**src/rtl/toggle_pkg.sv**
```systemverilog
// Shared types and defaults for the push-button toggle request generator.
package toggle_pkg;

  typedef enum logic [2:0] {
    S_IDLE,
    S_DB_PRESS,
    S_HELD,
    S_REPEAT,
    S_DB_RELEASE
  } tog_state_t;

  localparam int DEF_DEBOUNCE_CYCLES = 4;
  localparam int DEF_REPEAT_DELAY    = 16;
  localparam int DEF_REPEAT_PERIOD   = 8;
  localparam int PRESS_CNT_W         = 8;

  // Largest of three timing parameters; sizes the shared state counter.
  function automatic int max3(input int a, input int b, input int c);
    int m;
    m = (a > b) ? a : b;
    return (m > c) ? m : c;
  endfunction

endpackage

```
**src/rtl/sync_2ff.sv**
```systemverilog
// Two-flop synchroniser for a single asynchronous level, cleared by reset.
module sync_2ff (
  input  logic clk,
  input  logic reset,
  input  logic i_d,
  output logic o_q
);

  logic r_meta;
  logic r_sync;

  // Two-stage capture; reset forces the synchronised level to 0.
  always_ff @(posedge clk) begin
    if (!reset) begin
      r_meta <= 1'b0;
      r_sync <= 1'b0;
    end else begin
      r_meta <= i_d;
      r_sync <= r_meta;
    end
  end

  assign o_q = r_sync;

endmodule

```
**src/rtl/toggle_req_gen.sv**
```systemverilog
// Push-button front end: synchronise, debounce, optional auto-repeat, and
// emit single-cycle toggle pulses plus a held flag and a press counter.
module toggle_req_gen
  import toggle_pkg::*;
#(
  parameter int DEBOUNCE_CYCLES = DEF_DEBOUNCE_CYCLES,
  parameter int REPEAT_DELAY    = DEF_REPEAT_DELAY,
  parameter int REPEAT_PERIOD   = DEF_REPEAT_PERIOD
) (
  input  logic                   clk,
  input  logic                   reset,
  input  logic                   btn_async,
  input  logic                   repeat_en,
  output logic                   t_out,
  output logic                   pressed,
  output logic [PRESS_CNT_W-1:0] press_count
);

  localparam int CNT_MAX = max3(DEBOUNCE_CYCLES, REPEAT_DELAY, REPEAT_PERIOD);
  localparam int CNT_W   = $clog2(CNT_MAX);

  localparam logic [CNT_W-1:0] DB_LAST = CNT_W'(DEBOUNCE_CYCLES - 1);
  localparam logic [CNT_W-1:0] RD_LAST = CNT_W'(REPEAT_DELAY - 1);
  localparam logic [CNT_W-1:0] RP_LAST = CNT_W'(REPEAT_PERIOD - 1);

  logic                   w_btn_s;
  tog_state_t             r_state;
  tog_state_t             w_state_nxt;
  logic [CNT_W-1:0]       r_cnt;
  logic [CNT_W-1:0]       w_cnt_nxt;
  logic                   w_pulse;
  logic                   w_press;
  logic                   w_pressed_nxt;
  logic                   r_t_out;
  logic                   r_pressed;
  logic [PRESS_CNT_W-1:0] r_press_count;

  sync_2ff u_sync (
    .clk   (clk),
    .reset (reset),
    .i_d   (btn_async),
    .o_q   (w_btn_s)
  );

  // Next state, counter and pulse requests; release always wins over a pulse.
  always_comb begin
    w_state_nxt = r_state;
    w_cnt_nxt   = r_cnt + 1'b1;
    w_pulse     = 1'b0;
    w_press     = 1'b0;
    unique case (r_state)
      S_IDLE: begin
        w_cnt_nxt = '0;
        if (w_btn_s) w_state_nxt = S_DB_PRESS;
      end
      S_DB_PRESS: begin
        if (!w_btn_s) begin
          w_state_nxt = S_IDLE;
        end else if (r_cnt == DB_LAST) begin
          w_state_nxt = S_HELD;
          w_pulse     = 1'b1;
          w_press     = 1'b1;
        end
      end
      S_HELD: begin
        if (!w_btn_s) begin
          w_state_nxt = S_DB_RELEASE;
        end else if (r_cnt == RD_LAST) begin
          // Parks at the delay limit so a late repeat_en fires at once.
          w_cnt_nxt = r_cnt;
          if (repeat_en) begin
            w_state_nxt = S_REPEAT;
            w_pulse     = 1'b1;
          end
        end
      end
      S_REPEAT: begin
        if (!w_btn_s) begin
          w_state_nxt = S_DB_RELEASE;
        end else if (!repeat_en) begin
          w_state_nxt = S_HELD;
        end else if (r_cnt == RP_LAST) begin
          w_pulse   = 1'b1;
          w_cnt_nxt = '0;
        end
      end
      S_DB_RELEASE: begin
        if (w_btn_s) begin
          w_state_nxt = S_HELD;
        end else if (r_cnt == DB_LAST) begin
          w_state_nxt = S_IDLE;
        end
      end
      default: w_state_nxt = S_IDLE;
    endcase
    if (w_state_nxt != r_state) w_cnt_nxt = '0;
  end

  assign w_pressed_nxt = (w_state_nxt == S_HELD) || (w_state_nxt == S_REPEAT) ||
                         (w_state_nxt == S_DB_RELEASE);

  // State and shared counter register.
  always_ff @(posedge clk) begin
    if (!reset) begin
      r_state <= S_IDLE;
      r_cnt   <= '0;
    end else begin
      r_state <= w_state_nxt;
      r_cnt   <= w_cnt_nxt;
    end
  end

  // Registered outputs; the press counter wraps naturally at its width.
  always_ff @(posedge clk) begin
    if (!reset) begin
      r_t_out       <= 1'b0;
      r_pressed     <= 1'b0;
      r_press_count <= '0;
    end else begin
      r_t_out   <= w_pulse;
      r_pressed <= w_pressed_nxt;
      if (w_press) r_press_count <= r_press_count + 1'b1;
    end
  end

  assign t_out       = r_t_out;
  assign pressed     = r_pressed;
  assign press_count = r_press_count;

endmodule

```
**config.mk**
```make
export PLATFORM = sky130hd
export DESIGN_NAME = toggle_req_gen
export DESIGN_NICKNAME = d
export VERILOG_FILES = /design/src/rtl/toggle_pkg.sv /design/src/rtl/sync_2ff.sv /design/src/rtl/toggle_req_gen.sv
export SDC_FILE = /design/constraint.sdc
export NUM_CORES = 1
export LEC_CHECK = 0
export CORE_MARGIN = 8
export CORE_UTILIZATION = 52
export DETAILED_ROUTE_END_ITERATION = 8
export MAX_ROUTING_LAYER = met4
export PLACE_DENSITY = 0.74
export SETUP_SLACK_MARGIN = 0.3
export SLEW_MARGIN = 0
export SYNTH_ARGS = -nofsm -noshare
export SYNTH_HDL_FRONTEND = slang
export SYNTH_HIERARCHICAL = 1
export SYNTH_SLANG_ARGS = --single-unit
```
**constraint.sdc**
```tcl
create_clock -name clk -period 2.4 [get_ports clk]
set_input_delay 0.36 -clock clk [delete_from_list [all_inputs] [get_ports clk]]
set_output_delay 0.36 -clock clk [all_outputs]
set_load 0.01 [all_outputs]
```
Word level (Yosys, flattened, before mapping) --
Cells that the tools add are included.
Cells by class: add/subtract/negate cells 2, equal/unequal tests 12, multiplexer cells 27, bitwise logic cells 1, reduce and logical (&&, ||, !) cells 4
Operator list (count):
- 3-bit two-way mux | 10
- 4-bit two-way mux | 5
- 3-bit case mux with 5 select lines | 1
- 3-bit by 2-bit equality test with 1-bit output, second input constant | 4
- 4-bit case mux with 3 select lines | 1
- 1-bit two-way mux | 9
- 8-bit by 1-bit adder with 8-bit output, second input constant | 1
- 3-bit equality test, second input constant | 2
- 4-bit by 1-bit adder with 4-bit output, second input constant | 1
- 4-bit by 2-bit equality test with 1-bit output, second input constant | 1
- 4-bit by 3-bit equality test with 1-bit output, second input constant | 1
- 4-bit equality test, second input constant | 1
- 3-bit by 1-bit equality test with 1-bit output, second input constant | 1
- 3-bit zero test | 1
- 3-bit != test | 1
- 3-bit != test, second input constant | 1
- 1-bit case mux with 3 select lines | 1
- 1-bit logical OR | 2
- 2-bit OR reduction | 1
- 1-bit NOT | 1
Word-level totals: bits in registers 19, bits of input ports 4, output and inout port bits 10, word-level logic and storage cells 53

Logic depth before layout (Yosys ltp) --
depth after elaboration 7, gate-level depth with buffers 6, depth with buffers taken out 5

By module --
The synthesis kept the hierarchy.
Modules (own cells, without submodules):
- toggle_req_gen | instances 1, cells each 116, area an instance 942.2 um2, seq. area each 340.3 um2
- sync_2ff | instances 1, cells each 4, area an instance 52.6 um2, seq. area each 40.0 um2

Worst setup path after synthesis --
Ideal clock, no wire load.
path type register to register, from register r_cnt[0], to register r_t_out (netlist: t_out), setup time 103 ps, arrival time 1630 ps, required time 2297 ps, setup slack 667 ps, cell stages (with the launch flop) 5, buffers on the path 0, period minus slack after synthesis 1733 ps, cell sequence dfxtp_1 ha_1 nor4b_1 nand2_1 a2111oi_2
On the way: word-level cells in the longest chain between the ends 5, elaborated cells on any way between the ends 11, those cells by class eq/ne: 3; mux: 8
RTL lines:
- start, declared | RTL line toggle_req_gen.sv:29 | logic [CNT_W-1:0] r_cnt;
- start signal, assigned | RTL line toggle_req_gen.sv:109 | r_cnt <= w_cnt_nxt;
- 4-bit by 3-bit equality test with 1-bit output | RTL line toggle_req_gen.sv:82 | end else if (r_cnt == RP_LAST) begin
- 1-bit two-way mux | RTL line toggle_req_gen.sv:82
- 1-bit two-way mux | RTL line toggle_req_gen.sv:80 | end else if (!repeat_en) begin
- 1-bit two-way mux | RTL line toggle_req_gen.sv:78 | if (!w_btn_s) begin
- 1-bit case mux with 3 select lines * | RTL line toggle_req_gen.sv:51 | unique case (r_state)
- end signal, assigned | RTL line toggle_req_gen.sv:120 | r_t_out <= w_pulse;
- end, declared | RTL line toggle_req_gen.sv:34 | logic r_t_out;
Every way passes the cells marked *; elsewhere a longest branch is shown, timed or not. A chain may end at the register's enable or synchronous reset.

Worst setup path after layout --
from register r_cnt[0], to register r_press_count[6] (netlist: press_count[6])
On the way: word-level cells in the longest chain between the ends 4
RTL lines:
- 4-bit by 2-bit equality test with 1-bit output | RTL line toggle_req_gen.sv:59 | end else if (r_cnt == DB_LAST) begin
- 1-bit two-way mux | RTL line toggle_req_gen.sv:59
- 1-bit two-way mux | RTL line toggle_req_gen.sv:57 | if (!w_btn_s) begin
- 1-bit two-way mux | RTL line toggle_req_gen.sv:51
- end signal, assigned | RTL line toggle_req_gen.sv:122 | if (w_press) r_press_count <= r_press_count + 1'b1;
- end, declared | RTL line toggle_req_gen.sv:36 | logic [PRESS_CNT_W-1:0] r_press_count;
No other way between the ends.

==> impl_metrics.env <==
export IMPL_grt_pass1_wl_mm=3.484
export IMPL_gr_total_overflow=0
export IMPL_multi_input_area_um2=564.3
export IMPL_drv_cap=0
export IMPL_clockBufferDepth=2
export IMPL_cts_resized=0
export IMPL_power_leakage_nw=0.3888
export IMPL_synth_area_per_cell_um2=8.289
export IMPL_rows=16
export IMPL_synth_top_area_cell="dfxtp_1"
export IMPL_initial_core_util_pct=52.86
export IMPL_grt_pass1_vias=813
export IMPL_design_core_area_um2=1882
export IMPL_cts_setup_buffers=0
export IMPL_timing_final_hold_violations=0
export IMPL_required_ns=2.60
export IMPL_syn_inst=120
export IMPL_seq_area_um2=380.4
export IMPL_die_width_um=59.74
export IMPL_period_share_pct=78.78
export IMPL_dpl_hpwl_mm=1.537
export IMPL_place_congestion=0.8572
export IMPL_start_kind="register"
export IMPL_drcViolationCount=0
export IMPL_vias=879
export IMPL_synth_flop_cell="dfxtp_1"
export IMPL_syn_area_um2=994.7
export IMPL_io_pins=14
export IMPL_drt_initial_drc_count=31
export IMPL_die_h_um=59.74
export IMPL_cts_tree="built"
export IMPL_async_flop_share_pct=0
export IMPL_setup_tns_ns=0
export IMPL_post_drt_via_cell_ratio=5.563
export IMPL_critical_path_class="reg2reg"
export IMPL_worstPathArrival_ns=2.09
export IMPL_p_per_area_nw_per_um2=442.0
export IMPL_min_period_ns=1.891
export IMPL_finClkSkew_ns=0.001370
export IMPL_synth_warnings=6
export IMPL_ir_drop_v=0.0003957
export IMPL_slew_headroom_pct=67.53
export IMPL_synth_edf_count=0
export IMPL_worst_setup_path_end_kind="register"
export IMPL_dr_pass1_iters=5
export IMPL_drive_gt1_share_pct=6.107
export IMPL_placedCellCount=154
export IMPL_cts_root_buffer="clkbuf_4"
export IMPL_synth_ff_latch_count=19
export IMPL_area_growth_pct=16.48
export IMPL_final_instance_count_excl_fill=158
export IMPL_syn_num_nets=126
export IMPL_drv_slew=0
export IMPL_io_buffers=13
export IMPL_dieArea_um2=3568
export IMPL_fmax_ghz=0.5289
export IMPL_outcome="completed"
export IMPL_timing_rr_start="r_cnt[0]"
export IMPL_grt_max_degree=17
export IMPL_nFillCells=193
export IMPL_cts_buffers=3
export IMPL_antenna_found_initial=0
export IMPL_hold_buffers=0
export IMPL_worst_pin_slew_ns=0.4864
export IMPL_grt_usage_pct=13.04
export IMPL_routed_wl_mm=2.060
export IMPL_clock_latency_ns=0.30
export IMPL_yosysMostFrequentCell="dfxtp_1"
export IMPL_rsz0062_at_grt="false"
export IMPL_clkTransAtPathRegs_ns=0.11
export IMPL_cts_sinks=19
export IMPL_holdCritPathClass="reg2reg"
export IMPL_htree_levels=1
export IMPL_crit_start="r_cnt[0]"
export IMPL_diodes=0
export IMPL_ys_types=34
export IMPL_synth_commonest_cells="dfxtp_1 (19), nor2_1 (12), a21oi_1 (8), nand2_1 (8), nor3_1 (6)"
export IMPL_nets=138
export IMPL_hp_start="u_sync/r_meta"
export IMPL_ant_nets=0
export IMPL_synth_top_cell_area_share_pct=38.24
export IMPL_ys_seq_area_share_pct=38.24
export IMPL_yosys_top_cells_area="dfxtp_1 (38%), nor2_1 (4.5%), xnor2_1 (4.4%), a21oi_1 (4.0%), nor3_1 (3.0%)"
export IMPL_setup_viol=0
export IMPL_wire_per_inst_um=13.04
export IMPL_worstPathMaxFanout=6
-- kinds of logic after synthesis --
family / synth area share [%]
buffers and inverters: 5.031
DFF: 38.24
xor gates and xnor gates: 6.164
adders and majority gates: 2.515
AOI/OAI and AO/OA: 14.21
and+or+nand+nor: 33.84
-- state kept, by name, summed over array words and instances, names as in the netlist --
signal and cells:
u_sync/r_meta 1, press_count 8, pressed 1, u_sync/o_q 1, t_out 1, r_state 3, r_cnt 4
-- layer usage --
metal / track usage (%) / share of wire, % / vias to the layer above
met3: 2.581 / 4.9 / 5
met1: 13.61 / 45 / 399
li1: - / - / 456
met2: 22.46 / 48 / 19
met5: - / 0 / -
met4: 7.143 / 2.1 / 0
-- per-stage QoR --
step | hold WS [ns] | util, % | total power, mW | instance area [µm²] | worst slack [ns]
2_1_floorplan | 0.4118 | - | 0.3440 | 994.7 | 0.6669
3_3_place_gp | 0.4144 | 60.11 | 0.3527 | 1131 | 0.5368
3_5_place_dp | 0.4268 | 60.11 | 0.3536 | 1131 | 0.4841
4_1_cts | 0.4535 | 61.57 | 0.5149 | 1159 | 0.4979
5_1_grt | 0.4568 | 61.57 | 0.5354 | 1159 | 0.3813
6_report | 0.4471 | 61.57 | 0.5121 | 1159 | 0.5094
-- final timing paths --
kind              slack (ns)             end  cells past startpoint
hold / removal          0.45      u_sync/o_q                      1
setup / recovery        0.51  press_count[6]                      5
setup reg to reg        0.51  press_count[6]                      5
hold reg to reg         0.45      u_sync/o_q                      1
-- cells in the final DEF, fill, tap and decap left out, types with 2 or more instances in the layout --
cell,instances
o21a_1,2
nand3_1,5
nor4_1,4
clkdlybuf4s50_1,13
and4b_1,2
a21oi_1,8
ha_1,2
nor2_1,12
o211ai_1,2
xnor2_1,5
inv_1,4
nand4_1,4
clkbuf_4,3
nor3_1,6
and2_1,3
xor2_1,2
nand2_1,8
dfxtp_1,19
nand3b_1,3
nor3b_1,2
a31oi_1,2
o21ai_0,4
nor2b_1,4
-- power breakdown --
part,internal (mW),total [mW],switching (mW)
clock,0.0623,0.166,0.103
sequential,0.318,0.324,0.00550
combinational,0.0110,0.0228,0.0118
total,0.391,0.512,0.121
-- worst max-delay path, cell delays in order, from the launching register on --
cell	delay (ns)
dfxtp_1	0.42
ha_1	0.26
or4b_4	0.51
nor4_1	0.38
xnor2_1	0.17
nor2_1	0.05
-- cell type report --
type	instances	share of cell area, %
clock buffer	3	1.944
clock inverter	1	0.4320
tap	27	2.916
timing repair buffer	14	11.88
inverter	4	1.296
sequential	19	32.83
multi-input combinational	90	48.70
No activity file was read; power rests on OpenSTA's default activity.
